$ cat config.mk
export PLATFORM = sky130hd
export DESIGN_NAME = pipo_share_arbiter
export DESIGN_NICKNAME = d
export VERILOG_FILES = /design/src/rtl/pipo_share_arbiter.sv
export SDC_FILE = /design/constraint.sdc
export NUM_CORES = 1
export LEC_CHECK = 0
export CAP_MARGIN = 20
export CORE_ASPECT_RATIO = 1.25
export CORE_MARGIN = 3
export CORE_UTILIZATION = 40
export CTS_CLUSTER_DIAMETER = 120
export CTS_CLUSTER_SIZE = 30
export DETAILED_ROUTE_END_ITERATION = 8
export PLACE_DENSITY_LB_ADDON = 0.1
export RECOVER_POWER = 50
export SYNTH_ARGS = -nofsm -noshare
export SYNTH_HDL_FRONTEND = slang
export SYNTH_SLANG_ARGS = --single-unit
$ cat constraint.sdc
create_clock -name clk -period 1.85 [get_ports clk]
set_input_delay 0.555 -clock clk [delete_from_list [all_inputs] [get_ports clk]]
set_output_delay 0.555 -clock clk [all_outputs]
set_load 0.02 [all_outputs]
$ cat src/rtl/pipo_share_arbiter.sv
// pipo_share_arbiter
// Round-robin arbiter that lets two requesters share one WIDTH-bit
// parallel-in/parallel-out holding register. A grant is decided in IDLE,
// the chosen word is loaded at the end of a single LOAD cycle, and the
// loaded value is then held for HOLD_CYCLES cycles before the next grant.
// All outputs come straight from flops so they are glitch-free and drop
// immediately on asynchronous reset.

module pipo_share_arbiter #(
  parameter int WIDTH       = 4,
  parameter int HOLD_CYCLES = 2
) (
  input  logic             clk,
  input  logic             rst_n,
  input  logic             req0,
  input  logic [WIDTH-1:0] d0,
  input  logic             req1,
  input  logic [WIDTH-1:0] d1,
  output logic             ack0,
  output logic             ack1,
  output logic [WIDTH-1:0] q,
  output logic             owner,
  output logic             q_valid,
  output logic             busy
);

  typedef enum logic [1:0] {
    ST_IDLE = 2'd0,
    ST_LOAD = 2'd1,
    ST_HOLD = 2'd2
  } state_e;

  // Hold counter is 4 bits wide, enough for the 0..15 legal range.
  localparam logic       HOLD_ZERO = (HOLD_CYCLES == 0);
  localparam logic [3:0] HOLD_INIT = HOLD_ZERO ? 4'd0 : 4'(HOLD_CYCLES - 1);

  state_e           state_q, state_d;
  logic             grant_q, grant_d;
  logic             last_q,  last_d;
  logic [3:0]       cnt_q,   cnt_d;
  logic [WIDTH-1:0] data_q,  data_d;
  logic             owner_q, owner_d;
  logic             valid_q, valid_d;
  logic             ack0_q,  ack0_d;
  logic             ack1_q,  ack1_d;
  logic             busy_q,  busy_d;

  // Round-robin pick: a lone requester wins outright; on a tie the
  // requester that did not win last time gets the grant.
  function automatic logic pick_grant(input logic r0, input logic r1,
                                      input logic last);
    logic g;
    if (r0 && r1) begin
      g = ~last;
    end else if (r1) begin
      g = 1'b1;
    end else begin
      g = 1'b0;
    end
    return g;
  endfunction

  // Next-state, datapath load and Moore output decode.
  always_comb begin
    state_d = state_q;
    grant_d = grant_q;
    last_d  = last_q;
    cnt_d   = cnt_q;
    data_d  = data_q;
    owner_d = owner_q;
    valid_d = valid_q;

    case (state_q)
      ST_IDLE: begin
        if (req0 || req1) begin
          grant_d = pick_grant(req0, req1, last_q);
          last_d  = pick_grant(req0, req1, last_q);
          state_d = ST_LOAD;
        end else begin
          state_d = ST_IDLE;
        end
      end
      ST_LOAD: begin
        // The word is captured at the edge that ends LOAD, while the
        // requester is still holding it stable under its ack.
        data_d  = grant_q ? d1 : d0;
        owner_d = grant_q;
        valid_d = 1'b1;
        if (HOLD_ZERO) begin
          state_d = ST_IDLE;
          cnt_d   = 4'd0;
        end else begin
          state_d = ST_HOLD;
          cnt_d   = HOLD_INIT;
        end
      end
      ST_HOLD: begin
        if (cnt_q == 4'd0) begin
          state_d = ST_IDLE;
        end else begin
          state_d = ST_HOLD;
          cnt_d   = cnt_q - 4'd1;
        end
      end
      default: begin
        // Unreachable encoding: recover to a safe idle state.
        state_d = ST_IDLE;
        cnt_d   = 4'd0;
      end
    endcase

    // Outputs are computed from the next state so the flops present
    // exactly the Moore decode of the current state.
    ack0_d = (state_d == ST_LOAD) && (grant_d == 1'b0);
    ack1_d = (state_d == ST_LOAD) && (grant_d == 1'b1);
    busy_d = (state_d != ST_IDLE);
  end

  // State, shared register and output flops; everything clears on reset.
  always_ff @(posedge clk or negedge rst_n) begin
    if (!rst_n) begin
      state_q <= ST_IDLE;
      grant_q <= 1'b0;
      last_q  <= 1'b1;
      cnt_q   <= 4'd0;
      data_q  <= {WIDTH{1'b0}};
      owner_q <= 1'b0;
      valid_q <= 1'b0;
      ack0_q  <= 1'b0;
      ack1_q  <= 1'b0;
      busy_q  <= 1'b0;
    end else begin
      state_q <= state_d;
      grant_q <= grant_d;
      last_q  <= last_d;
      cnt_q   <= cnt_d;
      data_q  <= data_d;
      owner_q <= owner_d;
      valid_q <= valid_d;
      ack0_q  <= ack0_d;
      ack1_q  <= ack1_d;
      busy_q  <= busy_d;
    end
  end

  assign ack0    = ack0_q;
  assign ack1    = ack1_q;
  assign q       = data_q;
  assign owner   = owner_q;
  assign q_valid = valid_q;
  assign busy    = busy_q;

endmodule

=== Yosys cells after proc, flatten, opt, wreduce, memory -nomap -nowiden ===
Index checks and enable logic that the tools add are counted.

* Flip-flop bits (word level): 17
* Latch bits: 0
* Bits in writable memories: 0
* Memory bits (read-only): 0
* Bits of input ports: 12
* Output and inout bits: 9
* Logic and storage cells: 37
* Memories: 0

* $add $sub $neg: 1
* Multiply operators: 0
* Divide/modulo/power cells: 0
* Magnitude comparators: 0
* Equal/unequal tests: 4
* Shifts and indexed selects: 0
* Muxes and demuxes: 10
* Bitwise gates (word level): 3
* Reduce and logical (&&, ||, !) cells: 9

{| class="wikitable"
|+ Operator list
! operator !! number
|-
| case mux 4 bit (3 select lines) || 1
|-
| 2-to-1 mux 4 bit || 2
|-
| case mux 2 bit (3 select lines) || 1
|-
| 2-to-1 mux 1 bit || 5
|-
| == test 2 x 1 -> 1 bit, second input constant || 2
|-
| logical NOT 4 bit || 1
|-
| AND reduction 2 bit || 2
|-
| subtractor 4 x 1 -> 4 bit, second input constant || 1
|-
| logical AND 1 bit || 3
|-
| NOT 1 bit || 3
|-
| == test 2 bit, second input constant || 1
|-
| logical NOT 2 bit || 1
|-
| 2-to-1 mux 2 bit || 1
|-
| != test 2 bit, second input constant || 1
|-
| nonzero test 2 bit || 1
|-
| logical OR 1 bit || 1
|}

=== Longest topological paths before layout ===
* Depth after elaboration: 6
* Gate-level depth with buffers: 6
* Gate-level depth less buffers: 5

=== Least setup slack after synthesis ===
Ideal clock, no wire load.

* Path type: register to register
* From: reg state_q[0]
* To: reg ack1_q (netlist: ack1)
* Library setup time: 0.080 ns
* Arrival time: 1.334 ns
* Required time: 1.770 ns
* Slack: 0.436 ns
* Cell stages (with the launch flop): 7
* Buffers on the path: 1
* Period minus slack after synthesis: 1.414 ns
* Path through: dfrtp_1 -> inv_1 -> ha_1 -> buf_6 -> inv_4 -> or3_4 -> nor3b_2

* Cells in the longest elaborated chain, start to end: 4
* Elaborated cells on any way between the ends: 7
* Classes of those cells: eq/ne: 3; mux: 2; reduce/logical: 2

{| class="wikitable"
|+ RTL lines
! what !! line !! source
|-
| start: declaration || 37 || <nowiki>state_e state_q, state_d;</nowiki>
|-
| start signal: assignment || 133 || <nowiki>state_q <= state_d;</nowiki>
|-
| == test 2 bit (tied with other cells) || 73 || <nowiki>case (state_q)</nowiki>
|-
| case mux 2 bit (3 select lines) || 73 ||
|-
| == test 2 x 1 -> 1 bit || 115 || <nowiki>ack1_d = (state_d == ST_LOAD) && (grant_d == 1'b1);</nowiki>
|-
| logical AND 1 bit (*) || 115 ||
|-
| net ack1_d || 45 || <nowiki>logic ack1_q, ack1_d;</nowiki>
|-
| end signal: assignment || 141 || <nowiki>ack1_q <= ack1_d;</nowiki>
|-
| end: declaration || 45 ||
|}

The timed path passes the listed nets; every way through them passes the cells marked *.
A chain may end at the register's enable or synchronous reset.

=== Final worst setup path ===
* From: reg valid_q (netlist: q_valid)
* To: out q_valid

{| class="wikitable"
|+ RTL lines
! what !! line !! source
|-
| start: declaration || 43 || <nowiki>logic valid_q, valid_d;</nowiki>
|-
| start signal: assignment || 139 || <nowiki>valid_q <= valid_d;</nowiki>
|-
| end: declaration || 23 || <nowiki>output logic q_valid,</nowiki>
|}

No word-level cell between the ends.

==> results.yml <==
run_status:
  status: "finished, final reports clean"
grt:
  grt_util_all_layers_pct: 13.3
  grt_pass1_vias: 609
  overflow: 0
  antenna_found_initial: 0
  grt_pass1_wl_um: 2580
  grt_max_degree: 18
logic_synthesis:
  syn_area_sq_um: 833
  synth.area.top_cells: "dfrtp_1 48%, ha_1 9.0%, mux2i_1 4.8%, a21oi_1 3.6%, dfstp_2 3.2%"
  synth_top_cell_by_area: "dfrtp_1"
  yosysWarnings: 0
  synth_common_cells: "16 x dfrtp_1, 6 x a21oi_1, 6 x ha_1, 6 x nor2_1, 5 x inv_1"
  synthCells: 75
  synth_edf_count: 0
  synth_most_common_cell: "dfrtp_1"
  seq_area_frac_synth_pct: 51.2
  synth_flop_cell: "dfrtp_1"
  synth.net_count: 93
  synth.distinct_cells: 31
  avgSynthCellArea_sq_um: 11.1
  synthArstFlopShare_pct: 100
  synth_top_area_share_pct: 48.0
  synth-seq-cells: 17
setup_path:
  critical_path_class: "reg2out"
  worstPathArrival_ps: 1250
  endpoint_kind: "primary output"
  critPathMaxStageDelay_ps: 600
  cp_data_required_time_ps: 1290
  crit_buf_inv: 1
  cp-start-kind: "flop"
  crit_slowest_cell: "clkdlybuf4s50_1"
  critPathTopFamily: "buffers and inverters"
  cp_max_fo: 2
  cp_cell_sequence: "clkdlybuf4s50_1"
timing:
  hold_ws_ps: 479
  fin_setup_tns_ps: 0
  slew-limit-headroom_pct: 41.5
  rsz0062_at_grt: "no"
  setup_slack_ps: 43.4
  finClkSkew_ps: 1.38
  worstMarginPinSlew_ps: 877
  period_minus_slack_ps: 1810
  report.final.slew_viol_count: 0
  fin_crit_sh_pct: 97.7
  clock.fmax_mhz: 554
  hold_violations: 0
  finalSetupViolations: 0
clocking:
  cts_max_level: 1
  numCtsBuffers: 3
  path_clk_slew_ps: 100
  cts_tree: "done"
  root_buffer: "clkbuf_4"
  clk_latency_ps: 300
  clk_path_buf_depth: 2
  cts.sinks: 17
route:
  drc: 0
  met3_length_um: 116
  dr.pass1.iters: 4
  via_per_inst: 5.52
  dr.max_layer_used: "met4"
  vias: 640
  m1WireLength_um: 640
  finalWirelength_um: 1550
  wl_per_cell_um: 13.4
  drt-initial-drc-count: 3
  dr_wl_met2_um: 744
  ant_nets: 0
hold_path:
  hold_class: "reg2reg"
floorplanning:
  coreArea_sq_um: 1870
  num_rows: 17
  pin_count: 21
  fp.dieH_um: 57.0
  initial_core_util_pct: 44.5
  die_w_um: 46.8
  design.die.area_sq_um: 2670
placement:
  dp_slack_ps: 93.3
  place.gp.congestion: 0.809
  dp_hpwl_um: 1150
  io_buffers: 20
pwr:
  p_per_area_nw_per_um2: 1580
  power.total_mw: 1.71
  p_comb_share_pct: 51.8
  p_sw_share_pct: 41.3
  p_switching_mw: 0.709
  internal_power_mw: 1.01
  power_frac_clock_pct: 11.8
  irDropWorstVdd_mv: 0.846
  leakagePower_nw: 0.511
  seqPwrFrac_pct: 36.4
layout:
  area_growth_syn_to_layout_pct: 29.9
  nets: 116
  fin_util_pct: 57.8
  drive_above_1_share_pct: 13.4
  antenna-diode-count: 0
run:
  max_cap_viol_count: 0
-- worst paths after layout --
| path | startpoint | slack, ps | end | depth (start not counted) |
|---|---|---|---|---|
| hold reg to reg | q_valid | 480 | q_valid | 1 |
| min in group asynchronous | rst_n | 880 | cnt_q[3] | 2 |
| setup reg to reg | state_q[0] | 160 | ack1 | 5 |
| setup / recovery | q_valid | 40 | q_valid | 1 |
| hold / removal | q_valid | 480 | q_valid | 1 |
| max in group asynchronous | rst_n | 440 | ack1 | 2 |
-- state kept, by name (all words and copies together) (netlist names) --
signal / count
owner: 1
ack0: 1
busy: 1
q: 4
grant_q: 1
ack1: 1
last_q: 1
q_valid: 1
state_q: 2
cnt_q: 4
-- kinds of logic after synthesis --
kind of cell | synth area share [%]
multiplexers | 6.16
adder cells (fa/ha/maj) | 9.01
buffers and inverters | 5.26
AND/OR/NAND/NOR | 16.2
AO/OA/AOI/OAI | 12.2
flip-flops | 51.2
-- cells in the final DEF, fill, tap and decap left out, types with 2 or more instances in the layout --
master           netlist  final
a21oi_1                6      6
clkbuf_4               0      3
clkdlybuf4s50_1        0     14
dfrtp_1               16     16
dlymetal6s2s_1         0      5
ha_1                   6      6
inv_1                  5      5
mux2i_1                4      4
nand2_1                3      3
nand2b_1               2      2
nor2_1                 6      6
nor3b_2                2      2
nor4_1                 2      2
o21ai_0                2      2
-- metrics by stage --
stage	instances	cell area [sq um]
finish	116	1080
global route	116	1080
CTS	116	1070
detailed placement	112	1050
global placement	112	1050
floorplan	75	833
-- layout make-up --
class	instances	area [sq um]
clock buffers	3	22.5
fillers	173	790
multi-input cells	49	363
inverters	6	25.0
clock inverters	1	5.00
flip-flops and latches	17	427
repair buffers	21	216
well taps	19	23.8
-- power by group through the flow --
| stage | Sequential (mW) | Combinational [mW] | Clock, mW |
|---|---|---|---|
| final | 0.625 | 0.888 | 0.202 |
| after global routing | 0.647 | 0.985 | 0.229 |
| after CTS | 0.629 | 0.909 | 0.212 |
| after detailed placement | 0.637 | 0.905 | 0 |
| after global placement | 0.637 | 0.889 | 0 |
| after floorplan | 0.708 | 0.539 | 0 |
-- what timing repair did --
action / 4_1_cts / 5_1_grt
hold buffers: 0 / 0
gates resized for setup: 0 / 5
setup endpoints to repair: 0 / 5
buffers inserted: 0 / 0
-- metal layers --
layer	GRT usage [%]	vias up
li1	-	310
met1	15.8	304
met2	20.8	21
met3	1.89	5
met4	9.49	0
met5	0	-
No activity file was read; power rests on OpenSTA's default activity.
==> patch 1, RTL diff (same settings) <==
Make the reset (`rst_n`) synchronous in one clocked block. Comments in the files are not updated.
--- a/src/rtl/pipo_share_arbiter.sv
+++ b/src/rtl/pipo_share_arbiter.sv
@@ -119,3 +119,3 @@
   // State, shared register and output flops; everything clears on reset.
-  always_ff @(posedge clk or negedge rst_n) begin
+  always_ff @(posedge clk) begin
     if (!rst_n) begin
Function: differs if rst_n is asserted again (counterexample within 4 cycles, from zero or initial values and one cycle with rst_n low); with rst_n held inactive, the same outputs for 10 cycles.
==> patch 1 against the unedited design <==
  * Sequential cell count stayed put
  * Design area fell by 3.5%
  * Area after synthesis fell by 2.6%
  * Worst setup slack better by 0.010 ns
  * Routed wire length up 1.8%
  * Largest cell class is now multi-input combinational cells
Power is not compared: it rests on default switching activity, and its combinational part moved more than twofold at a synthesized area within 25%.
==> patch 1: results (changes against the unedited design) <==
Status
  – Status: completed

Setup path
  – R2r setup slk: 0.44 ns (+0.28 ns)
  – CP Launch Point: q[1]
  – RR Startpoint: state_q[0]

Yosys
  – Ranking of synthesized cells by area: dfxtp_1 (42%), ha_1 (9.2%), mux2i_1 (7.4%)
  – Seq/Total Area, Yosys: 41.9% (-9.3 points)
  – Synth unique cells: 32 (+3.2%)
  – Post-Synthesis Cells: 83 (+11%)
  – Top_reg_cell synth: dfxtp_1
  – Mapped Nets: 101 (+8.6%)
  – Post-synth top cells: dfxtp_1 (17), nand2_1 (8), nor2_1 (7)
  – Async S/R FF share, synth: 0% (-100 points)

GRT
  – GRT Total Usage: 14.7% (+1.4 points)
  – Met2 Track Usage GR: 22.0% (+1.3 points)
  – Initial antenna violation count: 0 (unchanged)
  – Largest net degree at the start of global routing: 12 (-6)
  – Global-route wire length before repair: 2730 µm (+5.6%)
  – Met3 usage: 3.21% (+1.3 points)
  – Met1 GRT Util: 16.7% (+0.93 points)
  – Via count of the first global-routing pass: 660 (+8.4%)

Place
  – Placed Cells: 121 (+8.0%)
  – Post-detail-place hpwl: 1180 µm (+2.3%)
  – Pre-CTS setup slack: 0.126 ns (+0.0331 ns)
  – Gpl congestion: 0.707 (-13%)
  – Number of port buffers: 20 (unchanged)

Detailed routing
  – Routed wl met3: 100 µm (-14%)
  – DR iter-0 viols: 6 (+3)
  – Vias: 667 (+4.2%)
  – Met2 WL: 712 µm (-4.3%)
  – Total wire length: 1580 µm (+1.8%)
  – M1 WL: 706 µm (+10%)
  – First-pass DRT Iterations: 2 (-2)

Layout
  – Layout cells sized above 1: 9.43% (-4.0 points)
  – Diodes inserted: 0 (unchanged)
  – Final Non-Filler Cells: 125 (+7.8%)

Timing
  – Setup WS post-layout: 0.0535 ns (+0.0101 ns)
  – Slew headroom: 72.4% (+31 points)
  – Clock Skews: 0.00400 ns (+0.00262 ns)

Clocking
  – Clock transition at the registers of the reported paths: 0.10 ns (about the same)

Hold path
  – Worst hold start: q_valid
[patch 1: cell types whose count changed after synthesis, moves of 4 or more]
cell and delta:
dfrtp_1 -16, a211oi_1 +4, a21oi_1 -4, dfxtp_1 +17
nand2_1 +5
[patch 1: per-stage QoR]
stage / hold WS [ns] / power, µW / instance area (µm²) / util [%]
after floorplan: 0.466 / 529 / 812 / -
after global placement: 0.453 / 607 / 1030 / 55.8
final: 0.477 / 798 / 1040 / 56.5
after CTS: 0.488 / 816 / 1060 / 57.3
after global routing: 0.522 / 848 / 1040 / 56.5
after detailed placement: 0.463 / 608 / 1030 / 55.8
[patch 1: cells by family (layout without fill, tap and decap cells)]
logic type | count (synthesis) | in the layout | synth area share [%]
simple gates | 28 | 28 | 19.6
buf+inv | 10 | 33 | 5.39
flops | 17 | 17 | 41.9
mux | 6 | 6 | 7.40
fa+ha+maj | 6 | 6 | 9.24
compound gates | 16 | 16 | 16.5
[patch 1: cell type report]
| class | count | area (µm²) |
|---|---|---|
| clock buffers | 3 | 22.5 |
| clock inverters | 1 | 5.00 |
| fillers | 180 | 806 |
| inverters | 7 | 26.3 |
| multi-input cells | 56 | 422 |
| flip-flops and latches | 17 | 340 |
| well taps | 19 | 23.8 |
| repair buffers | 22 | 205 |
[patch 1: worst min-delay path, stage by stage (launching register included)]
cell and delay, ns:
dfxtp_1 0.34, nor2_1 0.05, nor2_1 0.06
[patch 1: report_power, final]
part           leakage (µW)  switching, µW  internal (µW)
clock             0.0000177            123           80.6
sequential         0.000139           18.2            393
combinational      0.000267           87.8           94.6
total              0.000424            229            568
[patch 1: path summary, 6_finish.rpt]
kind | end | depth (start not counted)
min | q_valid | 2
max reg2reg | cnt_q[1] | 5
min reg2reg | q_valid | 2
max | q[1] | 1
==> patch 2, RTL diff (config.mk and constraints unchanged) <==
Without the edit above. Change the parameter `WIDTH` from 4 to 6.
--- a/src/rtl/pipo_share_arbiter.sv
+++ b/src/rtl/pipo_share_arbiter.sv
@@ -9,3 +9,3 @@
 module pipo_share_arbiter #(
-  parameter int WIDTH       = 4,
+  parameter int WIDTH       = 6,
   parameter int HOLD_CYCLES = 2
Interface: changed (resized d0, d1 and q); port bits go from 21 to 27. The function was not compared with the original's and may differ.
==> patch 2 against the unedited design <==
  * Worst setup slack improved by 0.012 ns
  * Routed wire length is 12% higher
  * Design area is 15% higher
  * Sequential power up 12%
  * Sequential cell count up 2
  * Power up 8.3%
  * Area after synthesis increased by 9.0%
  * Via count rose by 7.8%
  * Largest cell class unchanged
==> patch 2: results (changes against the unedited design) <==
Detailed routing
  – M1 WL: 785 µm (+23%)
  – DR iter-0 viols: 7 (+4)
  – Vias per Instance: 4.89 (-11%)
  – Routed wl met3: 122 µm (+5.2%)
  – Met2 WL: 813 µm (+9.3%)
  – Routed WL per cell: 12.3 µm (-8.1%)
  – Total wire length: 1740 µm (+12%)

Yosys
  – Ranking of synthesized cells by area: dfrtp_1 (50%), ha_1 (8.3%), mux2i_1 (6.6%)
  – Syn_area_per_cell: 11.1 µm² (-0.30%)
  – Post-synth top cells: dfrtp_1 (18), a21oi_1 (8), nor2_1 (8)
  – Synth unique cells: 30 (-3.2%)
  – Mapped Nets: 104 (+12%)
  – Seq/Total Area, Yosys: 52.5% (+1.3 points)

Clocking
  – Worst skew pair latency: 0.28 ns (-0.02 ns)
  – Post-cts sizing count: 0 (unchanged)

Power and ir drop
  – Leak Pwr: 0.000546 µW (+6.7%)
  – Maximum VDD drop: 1000 µV (+18%)

GRT
  – Global-route wire length before repair: 3110 µm (+21%)
  – GRT Total Usage: 13.5% (+0.22 points)
  – Largest net degree at the start of global routing: 20 (+2)
  – Via count of the first global-routing pass: 713 (+17%)

Status
  – Status: completed

Setup path
  – Reg2Reg Depth: 5 (unchanged)
  – Worst path arrival time: 1.24 ns

Layout
  – Layout Nets: 134 (+16%)
  – Fill cell count: 196 (+13%)
  – Layout cells sized above 1: 9.01% (-4.4 points)

Place
  – Post-detail-place hpwl: 1340 µm (+17%)
  – Placed Cells: 137 (+22%)
  – Number of port buffers: 26 (+30%)
  – Gpl congestion: 0.802 (-0.82%)

Timing
  – Clock Skews: 0.00344 ns (+0.00205 ns)
  – Post-route setup TNS: 0 ns (unchanged)
  – Worst Max-Slew Pin Slew: 0.976 ns (+0.0991 ns)
-- patch 2: logic make-up (layout without fill, tap and decap cells) --
| family | Yosys count | count (layout) | share of synthesized area [%] |
|---|---|---|---|
| flip-flops | 19 | 19 | 52.5 |
| buffers and inverters | 9 | 38 | 3.99 |
| AO/OA/AOI/OAI | 19 | 19 | 13.5 |
| multiplexers | 7 | 7 | 7.85 |
| adder cells (fa/ha/maj) | 6 | 6 | 8.26 |
| AND/OR/NAND/NOR | 22 | 22 | 13.9 |
-- patch 2: area by class of cell --
class / count / area share, %
Clock buffer: 3 / 1.81
Clock inverter: 1 / 0.403
Inverter: 6 / 1.81
Multi-Input combinational cell: 54 / 31.9
Sequential cell: 19 / 38.4
Tap cell: 30 / 3.02
Timing Repair Buffer: 28 / 22.7
-- patch 2: stage by stage --
stage / area, µm² / setup WS (ns)
6_report: 1240 / 0.0557
5_1_grt: 1240 / 0.000105
4_1_cts: 1230 / 0.0301
3_5_place_dp: 1210 / 0.147
3_3_place_gp: 1210 / 0.177
2_1_floorplan: 908 / 0.366
-- patch 2: layer usage --
metal	vias up	global-route usage (%)
li1	347	-
met1	323	16.4
met2	18	21.9
met3	2	4.53
met4	0	5.69
met5	-	0
-- patch 2: report_power, final --
group | switching (µW) | internal [µW] | leakage (µW) | total (µW)
registers | 119 | 584 | 0.000228 | 703
logic | 500 | 458 | 0.000300 | 958
clock network | 116 | 80.2 | 0.0000177 | 196
-- patch 2: final timing paths --
check / end / slack [ns] / startpoint
hold reg to reg: q_valid / 0.48 / q_valid
hold / removal: q_valid / 0.48 / q_valid
max in group asynchronous: cnt_q[3] / 0.33 / rst_n
setup reg to reg: cnt_q[2] / 0.22 / state_q[0]
setup / recovery: q[2] / 0.06 / q[2]
min in group asynchronous: grant_q / 0.94 / rst_n
-- patch 2: worst register-to-register path, stage by stage (launching register included) --
cell and delay, ns:
dfrtp_1 0.40, inv_1 0.09, ha_1 0.33, nand2_2 0.10
or4b_1 0.48, o2bb2ai_1 0.15
